## src/rtl/mvu_pkg.sv

```systemverilog
// Shared MVU sizing helpers and defaults used by the adder tree and its accumulator.
// Pure constants and constant functions; no logic.
package mvu_pkg;

   localparam int MVU_BEATS = 4;

   function automatic int bitwidth(input int value);
      return $clog2(value + 1);
   endfunction

   function automatic int sumwidth(input int in_width, input int n_inputs);
      return in_width + $clog2(n_inputs);
   endfunction

   // The partial sum already carries its sign bit, so signedness adds no extra bit.
   function automatic int accwidth(input int sum_width, input int beats, input bit is_signed);
      int w;
      w = sum_width + $clog2(beats);
      if (is_signed) return w;
      return w;
   endfunction

endpackage

```

## src/rtl/mvu_queue2.sv

```systemverilog
// Two-entry registered FIFO: push result is visible on dout the next cycle.
// Push is ignored when full unless a pop frees the head in the same cycle.
module mvu_queue2 #(
   parameter int WIDTH = 8
) (
   input  logic             clk,
   input  logic             rst_n,
   input  logic             push,
   input  logic [WIDTH-1:0] din,
   input  logic             pop,
   output logic [WIDTH-1:0] dout,
   output logic             full,
   output logic             empty
);

   logic [WIDTH-1:0] mem [2];
   logic             wr_ptr;
   logic             rd_ptr;
   logic [1:0]       cnt;
   logic             do_push;
   logic             do_pop;

   assign empty   = (cnt == 2'd0);
   assign full    = (cnt == 2'd2);
   assign do_pop  = pop && !empty;
   assign do_push = push && (!full || do_pop);
   assign dout    = mem[rd_ptr];

   always_ff @(posedge clk or negedge rst_n) begin
      if (!rst_n) begin
         mem[0] <= '0;
         mem[1] <= '0;
         wr_ptr <= 1'b0;
         rd_ptr <= 1'b0;
         cnt    <= 2'd0;
      end else begin
         if (do_push) begin
            mem[wr_ptr] <= din;
            wr_ptr      <= ~wr_ptr;
         end
         if (do_pop) rd_ptr <= ~rd_ptr;
         case ({do_push, do_pop})
            2'b10:   cnt <= cnt + 2'd1;
            2'b01:   cnt <= cnt - 2'd1;
            default: cnt <= cnt;
         endcase
      end
   end

endmodule

```

## src/rtl/mvu_sum_accu.sv

```systemverilog
// Accumulates BEATS partial sums per result; result is valid one cycle after the last beat.
// in_rdy drops only for a last beat while both queue entries are held; built from registered state only.
module mvu_sum_accu
   import mvu_pkg::*;
#(
   parameter int SUM_WIDTH = 8,
   parameter bit SIGNED    = 1'b1,
   parameter int BEATS     = MVU_BEATS,
   parameter int ACC_WIDTH = accwidth(SUM_WIDTH, BEATS, SIGNED)
) (
   input  logic                 clk,
   input  logic                 rst_n,
   input  logic [SUM_WIDTH-1:0] sum,
   input  logic                 in_vld,
   output logic                 in_rdy,
   output logic [ACC_WIDTH-1:0] out_dat,
   output logic                 out_vld,
   input  logic                 out_rdy,
   output logic                 out_last
);

   localparam int CW = (BEATS > 1) ? $clog2(BEATS) : 1;
   localparam int EW = (ACC_WIDTH > SUM_WIDTH) ? ACC_WIDTH : SUM_WIDTH;
   localparam logic [CW-1:0] LAST_BEAT = CW'(BEATS - 1);

   logic [CW-1:0]        beat;
   logic [ACC_WIDTH-1:0] acc;
   logic [EW-1:0]        ext_w;
   logic [ACC_WIDTH-1:0] ext;
   logic [ACC_WIDTH-1:0] nxt;
   logic                 live;
   logic                 is_last;
   logic                 xfer;
   logic                 q_full;
   logic                 q_empty;

   always_comb begin
      ext_w = '0;
      if (SIGNED) ext_w = EW'($signed(sum));
      else        ext_w = EW'(sum);
   end

   assign ext     = ext_w[ACC_WIDTH-1:0];
   assign is_last = (beat == LAST_BEAT);
   // live holds in_rdy low until the first edge after reset release.
   assign in_rdy  = live && (!q_full || !is_last);
   assign xfer    = in_vld && in_rdy;
   assign nxt     = (beat == '0) ? ext : acc + ext;

   always_ff @(posedge clk or negedge rst_n) begin
      if (!rst_n) begin
         beat <= '0;
         acc  <= '0;
         live <= 1'b0;
      end else begin
         live <= 1'b1;
         if (xfer) begin
            acc  <= nxt;
            beat <= is_last ? '0 : beat + 1'b1;
         end
      end
   end

   mvu_queue2 #(
      .WIDTH (ACC_WIDTH)
   ) u_queue (
      .clk   (clk),
      .rst_n (rst_n),
      .push  (xfer && is_last),
      .din   (nxt),
      .pop   (out_vld && out_rdy),
      .dout  (out_dat),
      .full  (q_full),
      .empty (q_empty)
   );

   assign out_vld  = !q_empty;
   assign out_last = 1'b1;

endmodule

```

## config.mk

```make
export PLATFORM = sky130hd
export DESIGN_NAME = mvu_sum_accu
export DESIGN_NICKNAME = d
export VERILOG_FILES = /design/src/rtl/mvu_pkg.sv /design/src/rtl/mvu_queue2.sv /design/src/rtl/mvu_sum_accu.sv
export SDC_FILE = /design/constraint.sdc
export NUM_CORES = 1
export LEC_CHECK = 0
export BUFFER_PORTS_ARGS = -buffer_cell sky130_fd_sc_hd__buf_2
export CORE_MARGIN = 10
export CORE_UTILIZATION = 50
export DETAILED_ROUTE_END_ITERATION = 7
export GPL_ROUTABILITY_DRIVEN = 0
export GPL_TIMING_DRIVEN = 0
export HOLD_SLACK_MARGIN = 0.02
export PLACE_DENSITY = 0.7
export SETUP_SLACK_MARGIN = 0.3
export SYNTH_ARGS = -nofsm -noshare
export SYNTH_HDL_FRONTEND = slang
export SYNTH_SLANG_ARGS = --single-unit
```

## constraint.sdc

```tcl
create_clock -name clk -period 4 [get_ports clk]
set_input_delay 0.6 -clock clk [delete_from_list [all_inputs] [get_ports clk]]
set_output_delay 0.6 -clock clk [all_outputs]
set_load 0.1 [all_outputs]
```

* Word-level counts from Yosys, hierarchy flattened
Cells that the tools add are included.
** Cells by class
- $add $sub $neg :: 4
- Magnitude comparators :: 3
- Equality and inequality tests :: 4
- Muxes and demuxes :: 9
- Bitwise gates (word level) :: 4
- Reduce and logical (&&, ||, !) cells :: 15
** Operators with widths (number)
- $mux W10 :: 5
- $bwmux W20 :: 1
- $add A10 B10 Y10 :: 1
- $demux W10 S1 :: 1
- $logic_and A1 B1 Y1 :: 7
- $eq A2 B2 Y1 const B :: 3
- $add A2 B1 Y2 const B :: 2
- $ge A2 B2 Y1 const B :: 2
- $logic_not A2 Y1 :: 2
- $not A1 Y2 :: 2
- $pmux W2 S2 :: 1
- $logic_not A1 Y1 :: 3
- $eq A2 B1 Y1 const B :: 1
- $logic_or A1 B1 Y1 :: 2
- $lt A2 B1 Y1 const B :: 1
- $mux W2 :: 1
- $not A1 Y1 :: 2
- $reduce_bool A2 Y1 :: 1
- $sub A2 B1 Y2 const B :: 1
** Storage, ports and cells
- Bits in registers :: 37
- Output and inout bits :: 13
- Word-level logic and storage cells :: 47

* Depth between registers and ports, before layout
Gate-level depths: netlist of the first run.
- Word-level depth :: 9
- Mapped depth :: 8
- Depth with buffers taken out :: 7

* By module
Synthesis of the first run repeated with hierarchy kept, for this count alone.
** Second synthesis, totals
- Cells, all modules :: 216
- Area, all modules :: 2442.3 um^2
** By module, submodules not included
- mvu_sum_accu :: times used 1, cells each 145, area an instance 1318.8 um^2
- mvu_queue2 :: times used 1, cells each 71, area an instance 1123.6 um^2

* Worst setup path after synthesis of the first run
No wires, ideal clock.
- Kind :: register to output
- Start :: reg beat[0]
- End :: out in_rdy
- Arrival time :: 2.788 ns
- Data required time :: 3.400 ns
- Slack :: 0.612 ns
- Cell stages (with the launch flop) :: 3
- Cell sequence :: dfrtp_1 > ha_1 > a21boi_0
** On the way
- Longest elaborated chain between the ends :: 4
** RTL lines
- from (decl) :: RTL line mvu_sum_accu.sv:26 : logic [CW-1:0] beat;
- from (signal assigned) :: RTL line mvu_sum_accu.sv:59 : beat <= is_last ? '0 : beat + 1'b1;
- $eq A2 B2 Y1 :: RTL line mvu_sum_accu.sv:44 : assign is_last = (beat == LAST_BEAT);
- $logic_not A1 Y1 :: RTL line mvu_sum_accu.sv:46 : assign in_rdy = live && (!q_full || !is_last);
- $logic_or A1 B1 Y1 :: RTL line mvu_sum_accu.sv:46
- $logic_and A1 B1 Y1 :: RTL line mvu_sum_accu.sv:46
- to (decl) :: RTL line mvu_sum_accu.sv:15 : output logic in_rdy,
No other way between the ends.

* Final worst setup path of the first run
- Start :: reg u_queue.rd_ptr
- End :: out out_dat[6]
** On the way
- Longest elaborated chain between the ends :: 4
** RTL lines
- from (decl) :: RTL line mvu_queue2.sv:18 : logic rd_ptr;
- from (signal assigned) :: RTL line mvu_queue2.sv:41 : if (do_pop) rd_ptr <= ~rd_ptr;
- $not A1 Y2 (implied by the code) :: RTL line mvu_queue2.sv:27 : assign dout = mem[rd_ptr];
- $mux W10 (implied by the code) (3 in a row) :: RTL line mvu_queue2.sv:27
- to (decl) :: RTL line mvu_sum_accu.sv:16 : output logic [ACC_WIDTH-1:0] out_dat,
No other way between the ends. The select of a mux whose other input is x is not followed.

==> reports/qor.yml, run 1 <==
clock_tree:
  numCtsBuffers: 5
  ctsResizeCount: 0
  path_clk_slew_ns: 0.07
  cts_buffer_depth: 2
  clock_latency_ns: 0.29
  cts_setup_buffers: 0
  cts_root_buffer: "clkbuf_8"
  htreeDepth: 2
  hold_buffers: 0
  clock_sinks: 37
  cts_tree: "built"
yosys:
  synth_seq_cells: 37
  yosys_warnings: 0
  syn_inst: 230
  synthFlopType: "dfrtp_1"
  avgSynthCellArea_sq_um: 10.1
  synthArstFlopShare: 1.00
  seq_area_frac_synth: 0.399
  syn_area_sq_um: 2320
  synth_cell_type_count: 56
  synth-edff-count: 0
final_layout:
  layout_common_cells: "dfrtp_1, buf_2, mux2_2, nand2_1, o21ai_0"
  drive_gt1_frac: 0.260
  final_cells: 314
  fillers: 400
  fin_util: 0.586
  final_nets: 286
  layout_commonest_cell: "dfrtp_1"
  syn_to_final_growth_pct: 11.5
  n_antenna_cell: 0
sta:
  fin_ws_ns: 1.51
  rsz0062_at_grt: "false"
  finalCritPeriodShare: 0.622
  worstMarginPinSlew_ns: 0.820
  setup_viol: 0
  fin_setup_tns_ns: 0
  slew_violations: 0
  max_slew_margin: 0.453
  period_minus_slack_ns: 2.49
  finalClockSkew_ns: 0.00344
  fmax_mhz: 402
  hold_viol: 0
global_routing:
  grt_pass1_wl_mm: 7.94
  antenna_found_initial: 0
  gr-total-overflow: 0
  grt_usage: 0.129
  grt_start_max_net_pins: 38
  first_global_vias: 1709
route:
  drtPass1Iterations: 4
  wl_per_cell_microns: 15.1
  avgViaCountPerCell: 5.56
  vias: 1746
  drt_wl_total_mm: 4.75
  drc: 0
  antenna_left: 0
  first_iter_violations: 49
floorplanning:
  die_y_microns: 88.2
  dieArea_sq_um: 7770
  die_x_microns: 88.2
  rows: 24
  core_sq_um: 4410
  start_util: 0.526
  ios: 25
critical_path:
  required_ns: 3.40
  worstRegToRegCells: 7
  path_max_fanout: 10
  r2r-start: "acc[0]$_DFFE_PN0N_"
  critPathArrivalTime_ns: 1.89
  r2r_slack_ns: 1.67
  r2r_end: "u_queue.mem[16]$_DFFE_PN0P_"
  critPathKind: "reg -> out"
  end_kind: "output pin"
  critPathLaunchType: "flop"
hold_path:
  hold_path.class: "in -> async"
job:
  maxCapViolCount: 0
place:
  port_buffers: 23
  post-dp-hpwl_mm: 3.56
  dp_cells: 306
  post-place-ws_ns: 1.33
status:
  outcome: "completed"
-- worst max-delay path by stage --
stage	slack, ns	to	depth (start not counted)	startpoint
CTS	1.48	out_dat[2]	3	u_queue.rd_ptr$_DFFE_PN0P_
global route	1.42	out_dat[5]	3	u_queue.rd_ptr$_DFFE_PN0P_
finish	1.51	out_dat[6]	3	u_queue.rd_ptr$_DFFE_PN0P_
global placement	1.36	acc[8]$_DFFE_PN0N_	8	sum[0]
detailed placement	1.33	u_queue.mem[8]$_DFFE_PN0P_	8	sum[0]
floorplan	0.61	in_rdy	2	beat[0]$_DFFE_PN0N_
-- layer usage --
layer	wire length, microns	global-route usage
met1	2310	0.159
met2	2120	0.207
met3	262	0.0427
met4	53	0.0428
met5	0	0
-- kinds of logic (layout without fill, tap and decap cells) --
logic type      after synthesis  after routing  share of synthesized area
simple gates                 63             63                      0.136
xor+xnor                      8              8                     0.0302
flops                        37             37                      0.399
other cells                   1              2                    0.00161
mux                          32             32                      0.150
fa+ha+maj                    13             13                     0.0733
compound gates               56             56                      0.166
buf+inv                      20             51                     0.0431
-- worst max-delay path, stage by stage, from the launching register on --
cell and delay [ns]:
dfrtp_1 0.37, clkbuf_1 0.54, mux2_2 0.40, buf_2 0.29
-- final cells by class --
cell class | count | area, sq um | area share
clock inverter | 2 | 10.0 | 0.00387
inverter | 8 | 30.0 | 0.0116
tap | 52 | 65.1 | 0.0251
clock buffer | 6 | 72.6 | 0.0280
multi-input combinational | 174 | 1300 | 0.502
buffer | 12 | 70.1 | 0.0271
timing repair buffer | 23 | 115 | 0.0445
sequential | 37 | 926 | 0.358
-- cells in the mapped netlist (2+ instances only) --
cell	instances	share of area
dfrtp_1	37	0.40
mux2_2	22	0.11
nand2_1	22	0.036
o21ai_0	17	0.037
nor2_1	13	0.021
ha_1	12	0.065
a21oi_1	9	0.019
mux2i_1	9	0.039
inv_1	8	0.013
xnor2_1	6	0.023
buf_2	5	0.011
nor3_1	5	0.011
clkbuf_1	4	0.0065
nand3_1	4	0.0086
o21a_1	4	0.013
nand2b_1	3	0.0081
o211ai_1	3	0.0097
o21ai_1	3	0.0065
a21o_1	2	0.0065
a22oi_1	2	0.0065
buf_6	2	0.0097
o2111ai_1	2	0.0075
or3b_1	2	0.0075
xor2_1	2	0.0075
-- stage by stage --
| stage | area, sq um | hold slack (ns) |
|---|---|---|
| 2_1_floorplan | 2330 | 0.304 |
| 3_3_place_gp | 2510 | 0.456 |
| 3_5_place_dp | 2510 | 0.465 |
| 4_1_cts | 2590 | 0.437 |
| 5_1_grt | 2590 | 0.463 |
| 6_report | 2590 | 0.409 |
-- registers in the layout, indices dropped and copies added, names as in the netlist --
name,cells
acc,10
u_queue.wr_ptr,1
u_queue.mem,20
live,1
u_queue.rd_ptr,1
beat,2
u_queue.cnt,2
Power of run 1 is not shown: default switching activity piles up to over one toggle a cycle in this logic, so the estimate is an artifact.
==> run 2: changes to the inputs <==
--- a/config.mk
+++ b/config.mk
@@ -12,7 +12,7 @@
 export GPL_ROUTABILITY_DRIVEN = 0
 export GPL_TIMING_DRIVEN = 0
 export HOLD_SLACK_MARGIN = 0.02
-export PLACE_DENSITY = 0.7
+export PLACE_DENSITY = 0.72
 export SETUP_SLACK_MARGIN = 0.3
 export SYNTH_ARGS = -nofsm -noshare
 export SYNTH_HDL_FRONTEND = slang
==> constraint.sdc (replaced) <==
create_clock -name clk -period 2.2 [get_ports clk]
set_input_delay 0.33 -clock clk [delete_from_list [all_inputs] [get_ports clk]]
set_output_delay 0.33 -clock clk [all_outputs]
set_load 0.1 [all_outputs]
==> run 2 against run 1 <==
- cell count rose by 2.5%
- via count rose by 3.0%
- hold slack worse by 0.26 ns
- largest cell class unchanged
==> reports/qor.yml, run 2 (synthesis results as in run 1) <==
sta:
  rsz0062_at_grt: "true"
  fin_ws_ns: 0.157  # -1.36 ns
  fin_setup_tns_ns: 0  # unchanged
  finalClockSkew_ns: 0.00776  # +0.00431 ns
  holdWs_ns: 0.144  # -0.265 ns
  finalCritPeriodShare: 0.929
  max_slew_margin: 0.439  # -0.0137
  slew_violations: 0  # unchanged
  worstMarginPinSlew_ns: 0.841  # +0.0206 ns
  hold_viol: 0  # unchanged
  fmax_mhz: 489
  period_minus_slack_ns: 2.04
  setup_viol: 0  # unchanged
critical_path:
  critPathLaunchType: "flop"
  path_max_fanout: 3  # -7
  critPathKind: "reg -> reg"
  worstPathCellList: "ha_4 -> fa_2 -> a21oi_2 -> o21a_1 -> mux2i_1 -> o311ai_1 -> mux2_2"
  r2r_slack_ns: 0.16  # -1.51 ns
  cp_slowest_cell: "dfrtp_1"
  max_stage_delay_ns: 0.40  # -0.14 ns
  worstRegToRegCells: 7  # unchanged
  r2r-start: "acc[0]$_DFFE_PN0N_"
  end_kind: "flop"
  critPathArrivalTime_ns: 2.22  # +0.33 ns
  required_ns: 2.38  # -1.02 ns
  r2r_end: "acc[6]$_DFFE_PN0N_"
final_layout:
  syn_to_final_growth_pct: 23.2
  seq_area_sq_um: 928  # +0.27%
  top_register: "u_queue.mem"
  layout_commonest_cell: "dfrtp_1"
  largest_reg_flops: 20  # unchanged
  fillers: 353  # -12%
  multi_input_area_sq_um: 1460  # +12%
  reg_top3: "u_queue.mem (20), acc (10)"
  drive_gt1_frac: 0.396  # +0.137
  n_antenna_cell: 0  # unchanged
  layout_common_cells: "dfrtp_1, buf_4, nand2_1"
  final_nets: 295  # +3.1%
floorplanning:
  core_sq_um: 4410  # unchanged
  die_y_microns: 88.2  # unchanged
  ios: 25  # unchanged
  rows: 24  # unchanged
  dieArea_sq_um: 7770  # unchanged
  die_x_microns: 88.2  # unchanged
  start_util: 0.526  # unchanged
clock_tree:
  cts_root_buffer: "clkbuf_8"
  numCtsBuffers: 5  # unchanged
  htreeDepth: 2  # unchanged
  path_clk_slew_ns: 0.07  # about the same
  clock_sinks: 37  # unchanged
  cts_buffer_depth: 2  # unchanged
  cts_tree: "built"
  hold_buffers: 0  # unchanged
  clock_latency_ns: 0.29  # about the same
status:
  outcome: "completed"
route:
  drtPass1Iterations: 4  # unchanged
  wl_per_cell_microns: 16.2  # +7.0%
  drc: 0  # unchanged
  avgViaCountPerCell: 5.58  # +0.42%
  antenna_left: 0  # unchanged
  vias: 1798  # +3.0%
  drt_wl_total_mm: 5.21  # +9.7%
  first_iter_violations: 87  # +78%
place:
  post-dp-hpwl_mm: 3.54  # -0.56%
  post-place-ws_ns: 0.0146  # -1.31 ns
  port_buffers: 23  # unchanged
global_routing:
  grt_usage: 0.132  # +0.00334
  gr-total-overflow: 0  # unchanged
  grt_pass1_wl_mm: 8.28  # +4.3%
  first_global_vias: 1774  # +3.8%
  grt_start_max_net_pins: 38  # unchanged
  antenna_found_initial: 0  # unchanged
job:
  maxCapViolCount: 0  # unchanged
hold_path:
  hold_path.class: "in -> async"
[run 2: cell types whose count changed in the layout (fill, tap and decap cells not counted), sizes merged]
cell and delta:
buf +11, clkinv -2, clkbuf -1
[run 2: worst max path at each step]
stage	start	end	slack (ns)	cells after the start
after global placement	sum[0]	acc[8]$_DFFE_PN0N_	0.03	8
final	acc[0]$_DFFE_PN0N_	acc[6]$_DFFE_PN0N_	0.16	7
after global routing	acc[0]$_DFFE_PN0N_	acc[6]$_DFFE_PN0N_	0.08	7
after floorplan	acc[0]$_DFFE_PN0N_	u_queue.mem[16]$_DFFE_PN0P_	0.31	7
after CTS	acc[0]$_DFFE_PN0N_	acc[6]$_DFFE_PN0N_	0.20	7
after detailed placement	sum[7]	acc[9]$_DFFE_PN0N_	0.01	7
[run 2: layer usage]
metal / vias up / track usage / wire length [microns]
li1: 908 / - / -
met1: 851 / 0.171 / 2420
met2: 30 / 0.201 / 2440
met3: 9 / 0.0371 / 262
met4: 0 / 0.0571 / 85
met5: - / 0 / 0
[run 2: final cells by class]
cell class,instances,area share
Tap cell,52,0.0227
Clock buffer,7,0.0302
Timing Repair Buffer,32,0.0717
Multi-Input combinational cell,174,0.510
Sequential cell,37,0.324
Inverter,8,0.0105
Buffer,12,0.0302
[run 2: timing repair]
action / 4_1_cts / 5_1_grt
setup buffers: 3 / 6
setup endpoints to repair: 34 / 30
hold endpoints to repair: 0 / 0
gates resized for setup: 18 / 36
pin swaps: 5 / 5
[run 2: through the flow]
| stage | cell area [sq um] | std cells | util |
|---|---|---|---|
| 5_1_grt | 2860 | 322 | 0.648 |
| 2_1_floorplan | 2340 | 231 | - |
| 3_5_place_dp | 2520 | 306 | 0.571 |
| 6_report | 2860 | 322 | 0.648 |
| 4_1_cts | 2700 | 316 | 0.611 |
| 3_3_place_gp | 2520 | 306 | 0.571 |
[run 2: critical path: cells and delay by family, from the launching register on]
| kind | cells | cell delay (ns) |
|---|---|---|
| adder cells (fa/ha/maj) | 2 | 0.53 |
| flip-flops | 1 | 0.40 |
| AO/OA/AOI/OAI | 3 | 0.53 |
| multiplexers | 2 | 0.48 |
Power of run 2 is left out for the same reason.
==> run 3: changes to the inputs <==
--- a/config.mk
+++ b/config.mk
@@ -7,12 +7,12 @@
 export LEC_CHECK = 0
 export BUFFER_PORTS_ARGS = -buffer_cell sky130_fd_sc_hd__buf_2
 export CORE_MARGIN = 10
-export CORE_UTILIZATION = 50
+export CORE_UTILIZATION = 53
 export DETAILED_ROUTE_END_ITERATION = 7
 export GPL_ROUTABILITY_DRIVEN = 0
 export GPL_TIMING_DRIVEN = 0
 export HOLD_SLACK_MARGIN = 0.02
-export PLACE_DENSITY = 0.72
+export PLACE_DENSITY = 0.76
 export SETUP_SLACK_MARGIN = 0.3
 export SYNTH_ARGS = -nofsm -noshare
 export SYNTH_HDL_FRONTEND = slang
==> run 3 against run 2 <==
- routed wire length increased by 6.2%
- clock skew is essentially flat
- hold slack got worse by 0.027 ns
- die area shrank 4.4%
- critical path depth is the same
- sequential cell count unchanged
- non-clock buffer count is 1 lower
- cell count did not move
- register-to-register slack lost 0.05 ns
- global-route usage up 1.5 points
- maximum frequency is 2.2% lower
- critical endpoint is now u_queue.mem[6]$_DFFE_PN0P_
==> reports/qor.yml, run 3 (synthesis results as in run 1) <==
sta:
  max_slew_margin: 0.452  # +0.0126
  rsz0062_at_grt: "true"
  hold_viol: 0  # unchanged
  finalCritPeriodShare: 0.949  # +0.0207
  fmax_mhz: 479  # -2.2%
  setup_viol: 0  # unchanged
  period_minus_slack_ns: 2.09  # +0.0455 ns
  finalClockSkew_ns: 0.00802  # +0.000267 ns
  fin_ws_ns: 0.111  # -0.0455 ns
  slew_violations: 0  # unchanged
  worstMarginPinSlew_ns: 0.822  # -0.0189 ns
critical_path:
  worstPathCellList: "ha_4 -> fa_2 -> a21oi_2 -> o21a_1 -> mux2i_1 -> o311ai_2 -> mux2_2"
  path_buf_inv: 0  # unchanged
  end_kind: "flop"
  r2r_end: "u_queue.mem[6]$_DFFE_PN0P_"
  max_stage_delay_ns: 0.42  # +0.02 ns
  required_ns: 2.38  # about the same
  critPathArrivalTime_ns: 2.27  # +0.05 ns
  critPathKind: "reg -> reg"
  path_max_fanout: 3  # unchanged
  cp_slowest_cell: "dfrtp_1"
  critPathLaunchType: "flop"
  r2r-start: "acc[0]$_DFFE_PN0N_"
  r2r_slack_ns: 0.11  # -0.05 ns
  crit_family: "adder cells"
  worstRegToRegCells: 7  # unchanged
route:
  avgViaCountPerCell: 5.79  # +3.6%
  antenna_left: 0  # unchanged
  drtPass1Iterations: 4  # unchanged
  wl_per_cell_microns: 17.2  # +6.2%
  first_iter_violations: 95  # +9.2%
  top_layer: "met4"
  route.met3.wl_microns: 288  # +9.9%
  wl_met2_mm: 2.74  # +12%
  vias: 1863  # +3.6%
  wl_met1_mm: 2.28  # -5.8%
  drt_wl_total_mm: 5.53  # +6.2%
  drc: 0  # unchanged
global_routing:
  first_global_vias: 1922  # +8.3%
  grt_usage: 0.147  # +0.0147
  gr-total-overflow: 0  # unchanged
  antenna_found_initial: 0  # unchanged
  grt_start_max_net_pins: 38  # unchanged
  grt_pass1_wl_mm: 8.77  # +5.9%
clock_tree:
  cts_root_buffer: "clkbuf_8"
  numCtsBuffers: 5  # unchanged
  cts_tree: "built"
  htreeDepth: 2  # unchanged
  cts_buffer_depth: 2  # unchanged
  hold_buffers: 0  # unchanged
  path_clk_slew_ns: 0.07  # about the same
  clock_sinks: 37  # unchanged
  clock_latency_ns: 0.30  # about the same
final_layout:
  reg_top3: "u_queue.mem (20), acc (10)"
  fillers: 343  # -2.8%
  seq_area_sq_um: 926  # -0.27%
  final_area_sq_um: 2940  # +2.9%
  layout_commonest_cell: "dfrtp_1"
  largest_reg_flops: 20  # unchanged
  syn_to_final_growth_pct: 26.8
  drive_gt1_frac: 0.393  # -0.00370
  multi_input_area_sq_um: 1510  # +3.3%
  final_nets: 294  # -0.34%
  n_antenna_cell: 0  # unchanged
  layout_common_cells: "dfrtp_1, nand2_1, mux2_2, buf_4, buf_2"
  top_register: "u_queue.mem"
floorplanning:
  dieArea_sq_um: 7430  # -4.4%
  die_y_microns: 86.2  # -2.2%
  start_util: 0.541  # +0.0147
  die_x_microns: 86.2  # -2.2%
  core_sq_um: 4290  # -2.7%
  ios: 25  # unchanged
  rows: 24  # unchanged
job:
  maxCapViolCount: 0  # unchanged
hold_path:
  hold_path.class: "in -> async"
place:
  port_buffers: 23  # unchanged
  postPlaceCellArea_sq_um: 2520  # unchanged
  post-dp-hpwl_mm: 3.60  # +1.8%
  post-place-ws_ns: -0.00474  # -0.0193 ns
status:
  outcome: "completed"
[run 3: changes by cell type in the layout (fill, tap and decap cells not counted), moves of 2 or more]
cell / before / now
mux2i_2: 2 / 0
mux2_2: 21 / 19
mux2_4: 1 / 4
dfrtp_1: 35 / 37
ha_4: 4 / 2
o21ai_1: 2 / 5
dfrtp_2: 2 / 0
o2111ai_2: 3 / 1
buf_4: 22 / 19
o21ai_2: 5 / 3
o21ai_0: 14 / 12
[run 3: layout make-up]
class,instances,area share
multi-input cells,174,0.513
flip-flops and latches,37,0.314
inverters,8,0.0102
plain buffers,12,0.0327
clock inverters,1,0.0102
repair buffers,31,0.0684
well taps,52,0.0221
clock buffers,7,0.0293
[run 3: worst max-delay path by stage]
stage | from | cells past startpoint | end
2_1_floorplan | acc[0]$_DFFE_PN0N_ | 7 | u_queue.mem[16]$_DFFE_PN0P_
3_3_place_gp | sum[0] | 8 | acc[8]$_DFFE_PN0N_
3_5_place_dp | sum[0] | 8 | u_queue.mem[8]$_DFFE_PN0P_
4_1_cts | acc[0]$_DFFE_PN0N_ | 7 | u_queue.mem[16]$_DFFE_PN0P_
5_1_grt | acc[0]$_DFFE_PN0N_ | 7 | u_queue.mem[6]$_DFFE_PN0P_
6_report | acc[0]$_DFFE_PN0N_ | 7 | u_queue.mem[6]$_DFFE_PN0P_
[run 3: stage by stage]
stage | cells | utilization | hold slack, ns | TNS, ns
finish | 322 | 0.686 | 0.117 | 0
global route | 322 | 0.686 | 0.171 | 0
CTS | 318 | 0.638 | 0.156 | 0
detailed placement | 306 | 0.587 | 0.464 | -0.00680
global placement | 306 | 0.587 | 0.459 | 0
floorplan | 231 | - | 0.0344 | 0
[run 3: layer usage]
layer	vias to the layer above	GRT usage
met1	892	0.167
met2	46	0.237
met5	-	0
met4	0	0.0839
li1	907	-
met3	18	0.0478
[run 3: repair_timing]
action	4_1_cts	5_1_grt
buffers inserted	4	4
gates cloned	0	0
pin swaps	7	10
endpoints found under the hold margin	0	0
resized for setup	20	46
setup endpoints to repair	34	31
Power of run 3 is left out for the same reason.
